[config.mk]
export PLATFORM = sky130hd
export DESIGN_NAME = load_store_unit_flat
export DESIGN_NICKNAME = d
export VERILOG_FILES = /design/src/rtl/load_store_unit_if.sv /design/src/rtl/load_store_unit.sv /design/src/flat_wrapper.sv
export SDC_FILE = /design/constraint.sdc
export NUM_CORES = 1
export LEC_CHECK = 0
export CAP_MARGIN = 20
export CORE_AREA = 4 4 110 112
export DETAILED_ROUTE_END_ITERATION = 7
export DIE_AREA = 0 0 114 116
export PLACE_DENSITY = 0.84
export SYNTH_ARGS = -nofsm -noshare
export SYNTH_HDL_FRONTEND = slang
export SYNTH_SLANG_ARGS = --single-unit
export TNS_END_PERCENT = 5
[constraint.sdc]
create_clock -name clk -period 5.36 [get_ports clk]
set_input_delay 1.072 -clock clk [delete_from_list [all_inputs] [get_ports clk]]
set_output_delay 1.072 -clock clk [all_outputs]
set_load 0.005 [all_outputs]
[src/rtl/load_store_unit_if.sv]
// Purpose : datapath-request and data-memory-bus signal bundle of the load/store unit.
// Latency : wiring only, no storage.
// Backpressure: req_valid is held by the requester until done; the memory side completes with bus_ack.
// Ports   : master = datapath + memory model (drives request, ack, read word);
//           slave  = load_store_unit (drives ready/stall/done/fault/rdata and the bus request).
interface load_store_unit_if;
  logic        req_valid;
  logic        req_ready;
  logic        mem_write;
  logic [2:0]  funct3;
  logic [31:0] addr;
  logic [31:0] wdata;
  logic [31:0] rdata;
  logic        done;
  logic        fault;
  logic        stall;
  logic        bus_req;
  logic        bus_we;
  logic [31:0] bus_addr;
  logic [31:0] bus_wdata;
  logic [3:0]  bus_be;
  logic        bus_ack;
  logic [31:0] bus_rdata;

  modport master (
    output req_valid, mem_write, funct3, addr, wdata, bus_ack, bus_rdata,
    input  req_ready, rdata, done, fault, stall,
           bus_req, bus_we, bus_addr, bus_wdata, bus_be
  );

  modport slave (
    input  req_valid, mem_write, funct3, addr, wdata, bus_ack, bus_rdata,
    output req_ready, rdata, done, fault, stall,
           bus_req, bus_we, bus_addr, bus_wdata, bus_be
  );
endinterface

[src/rtl/load_store_unit.sv]
// Purpose : RV32I load/store unit: byte enables, store-lane replication, load align/extend, misalign faults.
// Latency : accept in cycle 0, bus_req from cycle 1; bus_ack in cycle N gives done in N+1; faults done in cycle 1.
// Backpressure: stall holds PC/writeback while an op is accepted or on the bus; BUS waits for bus_ack.
// Ports   : clk, reset (async, active low), lsu (load_store_unit_if.slave).
// Option  : define LSU_TIMEOUT_EN to abort a BUS phase after TIMEOUT_CYCLES cycles without bus_ack.
module load_store_unit #(
  parameter int unsigned TIMEOUT_CYCLES = 64
) (
  input logic               clk,
  input logic               reset,
  load_store_unit_if.slave  lsu
);

  typedef enum logic [1:0] {IDLE = 2'd0, BUS = 2'd1, RESP = 2'd2} state_t;

  state_t      state_q, state_d;
  logic [2:0]  f3_q;
  logic [1:0]  off_q;
  logic        fault_q;
  logic        we_q;
  logic [31:0] rdata_q;
  logic [31:0] bus_addr_q;
  logic [31:0] bus_wdata_q;
  logic [3:0]  be_q;

  // The abort counter is 8 bits wide, so only 1..256 cycles are representable.
  if (TIMEOUT_CYCLES < 1 || TIMEOUT_CYCLES > 256) begin : g_bad_timeout_cfg
    $error("load_store_unit: TIMEOUT_CYCLES must be in 1..256");
  end

  // Request decode, evaluated combinationally while IDLE.
  logic        dec_illegal;
  logic [3:0]  dec_be;
  logic [31:0] dec_wdata;

  always_comb begin
    dec_illegal = 1'b0;
    dec_be      = 4'b0000;
    dec_wdata   = lsu.wdata;
    case (lsu.funct3[1:0])
      2'b00: begin
        dec_be    = 4'b0001 << lsu.addr[1:0];
        dec_wdata = {4{lsu.wdata[7:0]}};
      end
      2'b01: begin
        dec_be      = 4'b0011 << lsu.addr[1:0];
        dec_wdata   = {2{lsu.wdata[15:0]}};
        dec_illegal = lsu.addr[0];
      end
      2'b10: begin
        dec_be      = 4'b1111;
        dec_illegal = |lsu.addr[1:0];
      end
      default: dec_illegal = 1'b1;
    endcase
    // Unsigned variants exist only for LB/LH; stores have no funct3[2] forms.
    if (lsu.funct3[2] && (lsu.mem_write || lsu.funct3[1]))
      dec_illegal = 1'b1;
  end

  // Load alignment and extension from the latched op.
  logic [31:0] shifted;
  logic [31:0] load_val;

  always_comb begin
    shifted = lsu.bus_rdata >> {off_q, 3'b000};
    case (f3_q)
      3'b000:  load_val = {{24{shifted[7]}}, shifted[7:0]};
      3'b001:  load_val = {{16{shifted[15]}}, shifted[15:0]};
      3'b100:  load_val = {24'd0, shifted[7:0]};
      3'b101:  load_val = {16'd0, shifted[15:0]};
      default: load_val = shifted;
    endcase
  end

  logic timeout;

`ifdef LSU_TIMEOUT_EN
  localparam logic [7:0] TO_LAST = 8'(TIMEOUT_CYCLES - 1);
  logic [7:0] to_cnt_q;

  // Held at zero outside BUS, so every BUS phase starts counting from 0.
  always_ff @(posedge clk or negedge reset) begin
    if (!reset)                to_cnt_q <= 8'd0;
    else if (state_q != BUS)   to_cnt_q <= 8'd0;
    else                       to_cnt_q <= to_cnt_q + 8'd1;
  end

  assign timeout = (state_q == BUS) && (to_cnt_q == TO_LAST);
`else
  assign timeout = 1'b0;
`endif

  always_comb begin
    state_d = state_q;
    case (state_q)
      IDLE:    if (lsu.req_valid) state_d = dec_illegal ? RESP : BUS;
      BUS:     if (lsu.bus_ack || timeout) state_d = RESP;
      RESP:    state_d = IDLE;
      default: state_d = IDLE;
    endcase
  end

  always_ff @(posedge clk or negedge reset) begin
    if (!reset) begin
      state_q     <= IDLE;
      f3_q        <= 3'd0;
      off_q       <= 2'd0;
      fault_q     <= 1'b0;
      we_q        <= 1'b0;
      rdata_q     <= 32'd0;
      bus_addr_q  <= 32'd0;
      bus_wdata_q <= 32'd0;
      be_q        <= 4'd0;
    end else begin
      state_q <= state_d;
      if (state_q == IDLE && lsu.req_valid) begin
        f3_q    <= lsu.funct3;
        off_q   <= lsu.addr[1:0];
        fault_q <= dec_illegal;
        // Faulted ops leave the bus registers untouched: no transaction follows.
        if (!dec_illegal) begin
          we_q        <= lsu.mem_write;
          bus_addr_q  <= {lsu.addr[31:2], 2'b00};
          bus_wdata_q <= dec_wdata;
          be_q        <= dec_be;
        end
      end
      if (state_q == BUS) begin
        if (lsu.bus_ack) begin
          if (!we_q) rdata_q <= load_val;
        end else if (timeout) begin
          fault_q <= 1'b1;
        end
      end
    end
  end

  assign lsu.req_ready = (state_q == IDLE);
  assign lsu.done      = (state_q == RESP);
  assign lsu.fault     = (state_q == RESP) && fault_q;
  // Low in RESP so the datapath commits in the done cycle.
  assign lsu.stall     = ((state_q == IDLE) && lsu.req_valid) || (state_q == BUS);
  assign lsu.bus_req   = (state_q == BUS);
  assign lsu.bus_we    = we_q;
  assign lsu.bus_addr  = bus_addr_q;
  assign lsu.bus_wdata = bus_wdata_q;
  assign lsu.bus_be    = be_q;
  assign lsu.rdata     = rdata_q;

endmodule

[src/flat_wrapper.sv]
// flat-port wrapper written by rule: the top's interface ports become plain ports
module load_store_unit_flat 
#(
  parameter int unsigned TIMEOUT_CYCLES = 64
)
  (clk, reset, lsu_req_valid, lsu_mem_write, lsu_funct3, lsu_addr, lsu_wdata, lsu_bus_ack, lsu_bus_rdata, lsu_req_ready, lsu_rdata, lsu_done, lsu_fault, lsu_stall, lsu_bus_req, lsu_bus_we, lsu_bus_addr, lsu_bus_wdata, lsu_bus_be);
  load_store_unit_if lsu_i ();
  input logic clk;
  input logic reset;
  input wire logic [$bits(lsu_i.req_valid)-1:0] lsu_req_valid;
  input wire logic [$bits(lsu_i.mem_write)-1:0] lsu_mem_write;
  input wire logic [$bits(lsu_i.funct3)-1:0] lsu_funct3;
  input wire logic [$bits(lsu_i.addr)-1:0] lsu_addr;
  input wire logic [$bits(lsu_i.wdata)-1:0] lsu_wdata;
  input wire logic [$bits(lsu_i.bus_ack)-1:0] lsu_bus_ack;
  input wire logic [$bits(lsu_i.bus_rdata)-1:0] lsu_bus_rdata;
  output wire logic [$bits(lsu_i.req_ready)-1:0] lsu_req_ready;
  output wire logic [$bits(lsu_i.rdata)-1:0] lsu_rdata;
  output wire logic [$bits(lsu_i.done)-1:0] lsu_done;
  output wire logic [$bits(lsu_i.fault)-1:0] lsu_fault;
  output wire logic [$bits(lsu_i.stall)-1:0] lsu_stall;
  output wire logic [$bits(lsu_i.bus_req)-1:0] lsu_bus_req;
  output wire logic [$bits(lsu_i.bus_we)-1:0] lsu_bus_we;
  output wire logic [$bits(lsu_i.bus_addr)-1:0] lsu_bus_addr;
  output wire logic [$bits(lsu_i.bus_wdata)-1:0] lsu_bus_wdata;
  output wire logic [$bits(lsu_i.bus_be)-1:0] lsu_bus_be;
  assign lsu_i.req_valid = lsu_req_valid;
  assign lsu_i.mem_write = lsu_mem_write;
  assign lsu_i.funct3 = lsu_funct3;
  assign lsu_i.addr = lsu_addr;
  assign lsu_i.wdata = lsu_wdata;
  assign lsu_i.bus_ack = lsu_bus_ack;
  assign lsu_i.bus_rdata = lsu_bus_rdata;
  assign lsu_req_ready = lsu_i.req_ready;
  assign lsu_rdata = lsu_i.rdata;
  assign lsu_done = lsu_i.done;
  assign lsu_fault = lsu_i.fault;
  assign lsu_stall = lsu_i.stall;
  assign lsu_bus_req = lsu_i.bus_req;
  assign lsu_bus_we = lsu_i.bus_we;
  assign lsu_bus_addr = lsu_i.bus_addr;
  assign lsu_bus_wdata = lsu_i.bus_wdata;
  assign lsu_bus_be = lsu_i.bus_be;
  load_store_unit #(.TIMEOUT_CYCLES(TIMEOUT_CYCLES)) u_core (.clk(clk), .reset(reset), .lsu(lsu_i));
endmodule
; Word level (Yosys, flattened, before mapping)
; Index checks and enable logic that the tools add are counted.
[word_totals]
reg_bits = 107
inputBits = 104
out_inout_bits = 106
wordCells = 44
[op_classes]
eq_ne = 9
n_shift = 3
mux = 9
bitwise_logic = 2
n_reduce_logical = 12
[op_table]
columns = operator, count
row1 = $pmux W32 S4, 1
row2 = $pmux W32 S2, 1
row3 = $shr A32 B5 Y32, 1
row4 = $pmux W4 S3, 1
row5 = $eq A3 B3 Y1 const B, 2
row6 = $mux W2, 3
row7 = $eq A2 B1 Y1 const B, 2
row8 = $eq A2 B2 Y1 const B, 2
row9 = $logic_not A2 Y1, 2
row10 = $ne A2 B2 Y1 const B, 2
row11 = $pmux W2 S2, 1
row12 = $reduce_and A2 Y1, 2
row13 = $shl A1 B2 Y4 const A, 1
row14 = $shl A2 B2 Y4 const A, 1
row15 = $eq A3 B1 Y1 const B, 1
row16 = $logic_and A1 B1 Y1, 3
row17 = $logic_not A3 Y1, 1
row18 = $pmux W1 S3, 1
row19 = $reduce_and A3 Y1, 1
row20 = $logic_or A1 B1 Y1, 2
row21 = $not A1 Y1, 2
row22 = $reduce_or A2 Y1, 1
row23 = $mux W1, 1

; Longest topological paths before layout
; Gate-level depths: netlist of the first run.
[depth]
ltp_word = 6
depth_mapped = 7
ltp_nobuf = 4

; Worst setup path after synthesis of the first run
; No wires, ideal clock.
[synth_path]
path_type = input -> output
start = input lsu_req_valid
end = output lsu_stall
t_arrival_ns = 1.634
t_required_ns = 4.288
path_slack_ns = 2.654
cell_stages = 3
n_path_buf = 1
cell_sequence = or3b_1 -> buf_2 -> nand2_1
[synth_via]
elab_chain_cells = 2
[synth_lines]
columns = item, line
row1 = from (decl), flat_wrapper.sv:10  ; input wire logic [$bits(lsu_i.req_valid)-1:0] lsu_req_valid;
row2 = $logic_and A1 B1 Y1, load_store_unit.sv:143  ; assign lsu.stall = ((state_q == IDLE) && lsu.req_valid) || (state_q == BUS);
row3 = $logic_or A1 B1 Y1, load_store_unit.sv:143
row4 = to (decl), flat_wrapper.sv:21  ; output wire logic [$bits(lsu_i.stall)-1:0] lsu_stall;
; Every way passes these cells.

; Final worst setup path of the first run
; Same ends and word-level chain as after synthesis.

==> out/results.ini, run 1 <==
[status]
status = finished clean

[sta]
maxClockFrequency_mhz = 265
min_period_ps = 3770
finClkSkew_ps = 6.62
setup_violations = 0
tns_ps = 0
rsz0062_at_grt = false
period_share_pct = 70.3
tightest_slew_ps = 1060
finalHoldViolCount = 0
slew-limit-headroom_pct = 29.3
maxSlewViolCount = 0

[yosys]
synth_cells = 453
synth_seq_cells = 107
ys.flop_type = dfrtp_1
synthArstFlopShare_pct = 100
synthDistinctLibCells = 33
synth_edf_count = 0
yosys_warnings = 0
synth_area_leader_cell = dfrtp_1
synth_area_um2 = 4980
yosysMostFrequentCell = dfrtp_1
synth.avg_cell_area_um2 = 11.0
ys_top_cells_by_area = dfrtp_1, mux2_2, mux2i_1, o21ai_0, nor2_1
yosysTopAreaCellShare_pct = 53.8
synth_seq_area_share_pct = 53.8
synth_commonest_cells = dfrtp_1, mux2_2, nor2_1, nand2_1, mux2i_1

[clocking]
cts_max_path_buffers = 2
clockRootBuffer = clkbuf_16
cts_setup_buffers = 0
clock_latency_ps = 340
htreeDepth = 3
clk_pin_slew_ps = 70
cts_buffers = 9
cts_resized = 0
cts_tree = built
numClockSinks = 107
cts_hold_buffers = 0

[floorplanning]
die_height_um = 116
fp-row-count = 39
core_um2 = 11200
dieArea_um2 = 13200
boundaryPins = 210
initial_core_util_pct = 44.4
die_w_um = 114

[routing]
detail_route.wl_per_cell_um = 18.3
drt-total-wl_mm = 14.5
drc = 0
vias = 4158
firstDrtPassIters = 4
via_per_inst = 5.24
ant_nets = 0
drtIter0Drc = 214

[power_and_ir_drop]
p_per_area_nw_per_um2 = 456
ir_worst_vdd_v = 0.000284
p_clk_share_pct = 20.9
pwr-share-seq_pct = 39.2
p_int_mw = 2.43
p_comb_share_pct = 39.9
post-layout-total-power_mw = 3.40
power.leakage_nw = 3.18
netSwitchingPower_mw = 0.970
swShare_pct = 28.5

[worst_setup_path]
end_kind = output port
cp_max_fo = 9
critPathLaunchType = primary input
cp.required_ps = 4290
crit_type = in2out
critPathArrivalTime_ps = 2690

[place]
place.gp.congestion = 0.862
io_buffers = 207
dp_hpwl_mm = 10.9

[min_path]
hold_class = reg2reg

[grt]
grt_usage_pct = 22.0
grt_pass1_vias = 4466
grt_max_degree = 88
antenna_found_initial = 0
grt_overflow_total = 0
grt_pass1_wl_mm = 22.6

[cells_and_area]
fin_util_pct = 66.5
nets = 751
drive_gt1_share_pct = 12.2
n_fill_cell = 889
antenna_cells = 0
syn2layout_area_growth_pct = 49.8

[flow_run]
cap_violations = 0

metal layers:
metal	global-route usage [%]	wire (um)	vias to the layer above
li1	-	-	1949
met1	24.5	5410	1991
met2	37.4	7080	199
met3	9.82	1770	19
met4	8.00	274	0
met5	0	0	-
worst paths after layout:
| kind | to | startpoint | slack (ps) | cells after the start |
|---|---|---|---|---|
| min in group asynchronous | u_core.lsu.bus_addr[3] | reset | 810 | 1 |
| max in group asynchronous | u_core.lsu.rdata[23] | reset | 3480 | 2 |
| setup reg to reg | u_core.lsu.rdata[23] | u_core.off_q[1] | 2860 | 4 |
| hold reg to reg | u_core.lsu.bus_wdata[22] | u_core.lsu.bus_wdata[22] | 490 | 2 |
| setup / recovery | lsu_stall | lsu_req_valid | 1590 | 4 |
| hold / removal | u_core.lsu.bus_wdata[22] | u_core.lsu.bus_wdata[22] | 490 | 2 |
sequential cells by signal (all words and copies together) (netlist names):
name                  count
u_core.lsu.rdata         32
u_core.lsu.bus_wdata     32
u_core.off_q              2
u_core.lsu.bus_addr      30
u_core.lsu.bus_be         4
u_core.lsu.bus_we         1
u_core.f3_q               3
u_core.fault_q            1
u_core.state_q            2
cells by family (layout without fill, tap and decap cells):
group                  Yosys count  after routing  share of synthesized area (%)
flip-flops                     107            107                           53.8
XOR/XNOR                         1              1                          0.176
AO/OA/AOI/OAI                   95             95                           11.2
other                            1              2                         0.0753
buffers and inverters           34            230                           3.29
multiplexers                    96             96                           20.9
AND/OR/NAND/NOR                119            119                           10.6
power by group through the flow:
stage / combinational [mW] / clock, mW / sequential (mW)
floorplan: 0.494 / 0 / 1.33
global placement: 1.34 / 0 / 1.33
detailed placement: 1.37 / 0 / 1.35
CTS: 1.38 / 0.722 / 1.33
global route: 1.48 / 0.753 / 1.38
finish: 1.36 / 0.712 / 1.33
cell usage in the layout, fill, tap and decap left out, drive strengths merged:
master and count:
nor3 1, nor3b 1, nor2b 10, o22a 9, nand2 44, mux2 53
bufinv 2, or3b 1, nand3b 1, o21ai 41, dfrtp 107, nor2 48
inv 3, xnor2 1, o21bai 1, conb 2, a221oi 1, mux2i 43
and2 8, clkbuf 12, o22ai 1, o21a 1, a211oi 7, clkdlybuf4s50 206
nor4 1, buf 7, nand2b 2, o31a 1, or2 2, a21oi 33
worst max-delay path: stages:
cell	delay [ps]
clkdlybuf4s50_1	480
or3b_1	510
nand2_1	130
clkdlybuf4s50_1	500
cell type report:
class	count	area, um2	share of cell area (%)
Sequential cell	107	2680	35.9
Multi-Input combinational cell	313	2150	28.8
Timing Repair Buffer	213	2130	28.5
Clock buffer	12	256	3.44
Tap cell	143	179	2.40
Clock inverter	2	60.1	0.805
Inverter	3	11.3	0.151
through the flow:
stage	area, um2	std cells	setup WS [ps]	hold slack, ps
finish	7460	793	1590	485
global route	7460	793	1550	509
CTS	7460	793	1590	486
detailed placement	7140	779	1610	475
global placement	7140	779	1600	461
floorplan	4980	454	2650	441
No activity file was read; power rests on OpenSTA's default activity.
==> inputs of run 2 (changes only) <==
CORE_AREA = 4 4 113 115   (was 4 4 110 112)
DIE_AREA = 0 0 117 119   (was 0 0 114 116)
PLACE_DENSITY = 0.8   (was 0.84)
clock period = 3.5 ns   (was 5.36 ns; I/O delays follow)
==> out/results.ini, run 2 (same netlist as run 1, synthesis figures left out) <==
[grt]
antenna_found_initial = 0  ; unchanged
grt_overflow_total = 0  ; unchanged
grt_max_degree = 56  ; -36%
grt_usage_pct = 20.9  ; -1.1 points
grt_pass1_wl_mm = 22.9  ; +1.7%
grt_pass1_vias = 4499  ; +0.74%

[clocking]
numClockSinks = 107  ; unchanged
clockRootBuffer = clkbuf_16
cts_buffers = 9  ; unchanged
cts_hold_buffers = 0  ; unchanged
clock_latency_ps = 340  ; about the same
clk_pin_slew_ps = 70  ; about the same
cts_tree = built
cts_setup_buffers = 0  ; unchanged
htreeDepth = 3  ; unchanged
cts_resized = 0  ; unchanged
cts_max_path_buffers = 2  ; unchanged

[sta]
finClkSkew_ps = 6.43  ; -0.194 ps
timing.hold.ws_ps = 395  ; -90.2 ps
min_period_ps = 2830
rsz0062_at_grt = false
finalHoldViolCount = 0  ; unchanged
slew-limit-headroom_pct = 42.4  ; +13 points
maxSlewViolCount = 0  ; unchanged
setup_violations = 0  ; unchanged
tns_ps = 0  ; unchanged
tightest_slew_ps = 864  ; -197 ps
maxClockFrequency_mhz = 353
period_share_pct = 80.9

[routing]
firstDrtPassIters = 4  ; unchanged
via_per_inst = 5.21  ; -0.59%
vias = 4191  ; +0.79%
drt-total-wl_mm = 14.6  ; +0.32%
ant_nets = 0  ; unchanged
drtIter0Drc = 249  ; +16%
drc = 0  ; unchanged
detail_route.wl_per_cell_um = 18.1  ; -1.0%

[worst_setup_path]
critPathLaunchType = primary input
r2r-start = u_core.off_q[0]
crit_start = lsu_req_valid
critPathArrivalTime_ps = 2130  ; -560 ps
cp_common_cell = clkdlybuf4s50_1
end_kind = output port
crit_path_top_delay_cell = clkdlybuf4s50_1
slowest_delay_ps = 490  ; -20 ps
cp_max_fo = 2  ; -7
crit_type = in2out
path_cells = clkdlybuf4s50_1, or3b_1, nand2_1, clkdlybuf4s50_1
cp.required_ps = 2800  ; -1490 ps

[floorplanning]
boundaryPins = 210  ; unchanged
initial_core_util_pct = 42.2  ; -2.2 points
die_height_um = 119  ; +2.6%
die_w_um = 117  ; +2.6%
fp-row-count = 40  ; +2.6%
core_um2 = 11800  ; +5.2%
dieArea_um2 = 13900  ; +5.3%

[cells_and_area]
final_common_cell = clkdlybuf4s50_1
multi_input_area_um2 = 2150  ; unchanged
final_cell_mix = clkdlybuf4s50_1, dfrtp_1, mux2_2
antenna_cells = 0  ; unchanged
regArea_um2 = 2680  ; unchanged
syn2layout_area_growth_pct = 50.7
n_fill_cell = 953  ; +7.2%
drive_gt1_share_pct = 13.1  ; +0.94 points
nets = 756  ; +0.67%

[place]
io_buffers = 207  ; unchanged
dp_hpwl_mm = 11.1  ; +1.3%
place.gp.congestion = 0.893  ; +3.6%

[power_and_ir_drop]
p_per_area_nw_per_um2 = 695  ; +52%
ir_worst_vdd_v = 0.000341  ; +20%
power.leakage_nw = 3.19  ; +0.54%

[min_path]
hold_class = in2async

[flow_run]
cap_violations = 0  ; unchanged

[status]
status = finished clean

run 2: cell count changes in the layout (fill, tap and decap cells not counted):
cell | previous run | this run
inv_6 | 0 | 1
clkinv_2 | 0 | 1
buf_4 | 6 | 11
clkbuf_8 | 2 | 0
clkinvlp_4 | 0 | 2
run 2: worst max-delay path, delay by kind of cell:
family,cells,cell delay [ps]
buffers and inverters,2,960
AND/OR/NAND/NOR,2,460
run 2: metal layers:
layer	wire length (um)	GRT usage [%]
met1	5720	25.0
met2	7040	33.8
met3	1570	9.25
met4	254	6.24
met5	0	0
run 2: path summary, 6_finish.rpt:
path	endpoint	slack (ps)	cells past startpoint
hold reg to reg	u_core.lsu.bus_wdata[15]	480	2
min in group clk	u_core.lsu.bus_wdata[15]	480	2
hold / removal	u_core.lsu.rdata[2]	390	1
setup / recovery	lsu_stall	670	4
max in group asynchronous	u_core.lsu.bus_wdata[5]	2340	2
setup reg to reg	u_core.lsu.rdata[23]	1400	4
run 2: stage by stage:
step	utilization [%]	std cells	worst slack (ps)	area [um2]	power (mW)
5_1_grt	63.5	804	609	7500	5.55
3_5_place_dp	60.8	788	668	7190	4.18
3_3_place_gp	60.8	788	671	7190	4.10
6_report	63.5	804	669	7500	5.22
2_1_floorplan	-	454	1390	4980	2.79
4_1_cts	63.5	804	664	7500	5.28
run 2: area by class of cell:
type	count	area share [%]
Inverter	3	0.150
Tap cell	147	2.45
Timing Repair Buffer	218	28.8
Clock inverter	6	1.18
Multi-Input combinational cell	313	28.6
Clock buffer	10	3.05
Sequential cell	107	35.7
run 2: where the power goes:
group,internal (mW),switching [mW]
sequential,1.73,0.321
combinational,1.35,0.744
clock,0.629,0.449
total,3.70,1.51
==> inputs of run 3 (changes only) <==
clock period = 2.7 ns   (was 3.5 ns; I/O delays follow)
==> out/results.ini, run 3 (same netlist as run 1, synthesis figures left out) <==
[sta]
timing.hold.ws_ps = 260  ; -135 ps
min_period_ps = 2500
tightest_slew_ps = 924  ; +60.8 ps
setup_ws_ps = 196  ; -473 ps
maxClockFrequency_mhz = 399
rsz0062_at_grt = false
maxSlewViolCount = 0  ; unchanged
period_share_pct = 92.7
slew-limit-headroom_pct = 38.1  ; -4.3 points
setup_violations = 0  ; unchanged
tns_ps = 0  ; unchanged
finClkSkew_ps = 5.91  ; -0.513 ps
finalHoldViolCount = 0  ; unchanged

[clocking]
cts_resized = 0  ; unchanged
cts_tree = built
clockRootBuffer = clkbuf_16
cts_setup_buffers = 0  ; unchanged
clk_pin_slew_ps = 70  ; about the same
cts_max_path_buffers = 2  ; unchanged
htreeDepth = 3  ; unchanged
clock_latency_ps = 340  ; about the same
cts_buffers = 9  ; unchanged
cts_hold_buffers = 0  ; unchanged
numClockSinks = 107  ; unchanged

[min_path]
hold_class = in2async

[worst_setup_path]
crit_type = in2out
cp_max_fo = 2  ; unchanged
end_kind = output port
cp.required_ps = 2160  ; -640 ps
critPathArrivalTime_ps = 1960  ; -170 ps
critPathLaunchType = primary input

[floorplanning]
fp-row-count = 40  ; unchanged
die_w_um = 117  ; unchanged
initial_core_util_pct = 42.2  ; unchanged
core_um2 = 11800  ; unchanged
dieArea_um2 = 13900  ; unchanged
die_height_um = 119  ; unchanged
boundaryPins = 210  ; unchanged

[cells_and_area]
nets = 759  ; +0.40%
final_area_um2 = 7540  ; +0.43%
multi_input_area_um2 = 2150  ; unchanged
syn2layout_area_growth_pct = 51.3
final_common_cell = clkdlybuf4s50_1
n_fill_cell = 943  ; -1.0%
regArea_um2 = 2680  ; unchanged
antenna_cells = 0  ; unchanged
final_cell_mix = clkdlybuf4s50_1, dfrtp_1, mux2_2
drive_gt1_share_pct = 13.5  ; +0.42 points

[power_and_ir_drop]
post-layout-total-power_mw = 6.73  ; +29%
power.leakage_nw = 3.21  ; +0.66%
pwr-share-seq_pct = 39.6  ; +0.3 points
swShare_pct = 29.2  ; +0.20 points
p_comb_share_pct = 40.6  ; +0.5 points
p_int_mw = 4.76  ; +29%
ir_worst_vdd_v = 0.000436  ; +28%
p_per_area_nw_per_um2 = 893  ; +28%
netSwitchingPower_mw = 1.97  ; +30%
p_clk_share_pct = 19.8  ; -0.9 points

[grt]
antenna_found_initial = 0  ; unchanged
grt_max_degree = 59  ; +5.4%
grt_pass1_vias = 4575  ; +1.7%
grt_usage_pct = 21.1  ; +0.21 points
grt_overflow_total = 0  ; unchanged
grt_pass1_wl_mm = 23.1  ; +0.63%

[flow_run]
cap_violations = 0  ; unchanged

[routing]
drtIter0Drc = 185  ; -26%
vias = 4196  ; +0.12%
via_per_inst = 5.21  ; -0.13%
drt-total-wl_mm = 14.7  ; +0.75%
detail_route.wl_per_cell_um = 18.2  ; +0.50%
ant_nets = 0  ; unchanged
drc = 0  ; unchanged
firstDrtPassIters = 4  ; unchanged

[place]
io_buffers = 207  ; unchanged
post-place-ws_ps = 185  ; -483 ps
place.gp.congestion = 0.856  ; -4.1%
place_area_um2 = 7230  ; +0.66%
dp_hpwl_mm = 11.3  ; +2.0%

[status]
status = finished clean

==> run 3: changes by cell type in the layout (fill, tap and decap cells not counted), sizes merged <==
cell    before  now
buf         12   15
bufinv       2    1
clkbuf      10   11
inv          4    3
==> run 3: power by group through the flow <==
| stage | Combinational [mW] | Sequential [mW] | Clock, mW |
|---|---|---|---|
| after floorplan | 0.980 | 2.64 | 0 |
| after global placement | 2.68 | 2.65 | 0 |
| after detailed placement | 2.75 | 2.69 | 0 |
| after CTS | 2.77 | 2.67 | 1.38 |
| after global routing | 2.98 | 2.74 | 1.45 |
| final | 2.73 | 2.67 | 1.33 |
==> run 3: layout make-up <==
| cell class | count | share of cell area [%] |
|---|---|---|
| Sequential cell | 107 | 35.5 |
| Multi-Input combinational cell | 313 | 28.5 |
| Clock inverter | 4 | 0.664 |
| Tap cell | 147 | 2.44 |
| Timing Repair Buffer | 221 | 29.4 |
| Inverter | 3 | 0.149 |
| Clock buffer | 11 | 3.35 |
==> run 3: worst max-delay path, stage by stage <==
cell,delay [ps]
clkdlybuf4s50_1,470
or3b_1,360
nand2_1,80
clkdlybuf4s50_1,510
==> run 3: path summary, 6_finish.rpt <==
| path | startpoint | to | slack, ps | depth (start not counted) |
|---|---|---|---|---|
| min in group clk | u_core.lsu.bus_wdata[15] | u_core.lsu.bus_wdata[15] | 480 | 2 |
| max in group asynchronous | reset | u_core.lsu.bus_wdata[27] | 1700 | 2 |
| worst min-delay path | reset | u_core.lsu.rdata[10] | 260 | 1 |
| worst max-delay path | lsu_req_valid | lsu_stall | 200 | 4 |
| worst max register to register | u_core.off_q[0] | u_core.lsu.rdata[11] | 750 | 5 |
| worst min register to register | u_core.lsu.bus_wdata[15] | u_core.lsu.bus_wdata[15] | 480 | 2 |
==> run 3: layer usage <==
metal	routed length (um)	GRT usage (%)	part of all wire, %	vias to the layer above
li1	-	-	-	1962
met1	5540	23.6	38	2032
met2	7330	36.7	50	190
met3	1670	9.20	11	12
met4	162	4.87	1.1	0
met5	0	0	0	-
==> run 3: per-stage QoR <==
step / cells / util (%)
4_1_cts: 806 / 63.8
6_report: 806 / 63.8
5_1_grt: 806 / 63.8
3_5_place_dp: 791 / 61.2
2_1_floorplan: 454 / -
3_3_place_gp: 791 / 61.2
==> RTL change: new RTL, flow settings as in run 3 <==
Add a define of `LSU_TIMEOUT_EN`.
--- a/src/rtl/load_store_unit.sv
+++ b/src/rtl/load_store_unit.sv
@@ -4,4 +4,6 @@
 // Ports   : clk, reset (async, active low), lsu (load_store_unit_if.slave).
 // Option  : define LSU_TIMEOUT_EN to abort a BUS phase after TIMEOUT_CYCLES cycles without bus_ack.
+`define LSU_TIMEOUT_EN
+
 module load_store_unit #(
   parameter int unsigned TIMEOUT_CYCLES = 64
Behaviour: same outputs for any inputs over 4 cycles, from zero or initial values and one cycle with reset low; that may be too few to reach the edited logic, so the function may still have changed.
==> RTL change against run 3 <==
Total power rose by 21%. Worst setup slack got worse by 25 ps. Largest cell class unchanged. Largest power group unchanged. Sequential cell count rose by 8. Register-to-register slack improved by 90 ps. Cell area rose by 10%. Clock power rose by 54%. Wire length rose by 5.7%. Synthesized area rose by 12%.
==> RTL change: results (changes against run 3) <==
status finished, final reports clean (unchanged); number of global-route vias before repair 4842 (was 4575); crit path DAT 1990 ps (was 1960 ps); largest net degree at the start of global routing 67 (was 59); Clk Latency, worst-skew pair 400 ps (was 340 ps); sequential cell fraction of total power 0.360 (was 0.396); area of the multi-input gates 0.00248 mm2 (was 0.00215 mm2); Via-to-Cell Ratio 5.28 (was 5.21); comb_multi_in 329 (was 313); WL met1 5950 um (was 5540 um); buffer share of cell area 0.267 (was 0.294); Cell variety after synth 40 (was 33); DR WL met3 1480 um (was 1670 um); Synth Area in XOR/XNOR 0.0110 (was 0.00176); invs w/o clock 4 (was 3); complex-gate fraction of the synthesized area 0.105 (was 0.112); commonest cells in the synthesized netlist dfrtp_1 (115), nor2_1 (47), mux2i_1 (43) (was dfrtp_1 (107), mux2_2 (50), nor2_1 (48)); DRT iter0 DRCs 304 (was 185); dominant cells by area after synthesis dfrtp_1 (51%), mux2_4 (10%), mux2i_1 (7.7%) (was dfrtp_1 (54%), mux2_2 (11%), mux2i_1 (8.6%)); clk cell area share 0.0654 (was 0.0402); Post-DP Area 0.00777 mm2 (was 0.00723 mm2); buffers outside the clock class 220 (was 221); Worst Tran Pin Value 627 ps (was 924 ps); PwrDens 981 mW/mm2 (was 893 mW/mm2); r2r setup slk 840 ps (was 750 ps); clock buf count 20 (was 11); Seq/Total Area, Yosys 0.515 (was 0.538); Worst-path clk slew 50 ps (was 70 ps); first-pass GRT wire length 24700 um (was 23100 um); Num CTS Buffers 17 (was 9); switching power 0.00234 W (was 0.00197 W); total global-route track usage 0.228 (was 0.211); met2 Use GR 0.382 (was 0.367); leakage 3.69 nW (was 3.21 nW); post-synthesis adder-cell area fraction 0.00224 (was 0)
RTL change: cell count changes in the layout (fill, tap and decap cells not counted), moves of 8 or more:
cell / change
mux2_2: -38
mux2_4: +36
and2_1: +10
o21ai_0: -10
a21oi_1: -9
nand2_1: -9
clkbuf_16: +8
dfrtp_1: +8
o21ai_1: +8
o22a_1: +8
RTL change: metrics by stage:
step,cells,worst slack [ps],total power (W)
floorplan,481,864,0.00417
global placement,815,203,0.00604
detailed placement,815,172,0.00613
CTS,846,169,0.00824
global route,846,137,0.00862
finish,846,171,0.00816
RTL change: how the worst min path moves through the flow:
stage | to | slack, ps
global route | u_core.lsu.rdata[12]$_DFFE_PN0P_ | 190
CTS | u_core.lsu.rdata[10]$_DFFE_PN0P_ | 170
detailed placement | u_core.to_cnt_q[0]$_DFF_PN0_ | 450
finish | u_core.lsu.rdata[10]$_DFFE_PN0P_ | 150
global placement | u_core.to_cnt_q[0]$_DFF_PN0_ | 440
floorplan | u_core.f3_q[0]$_DFFE_PN0N_ | 240
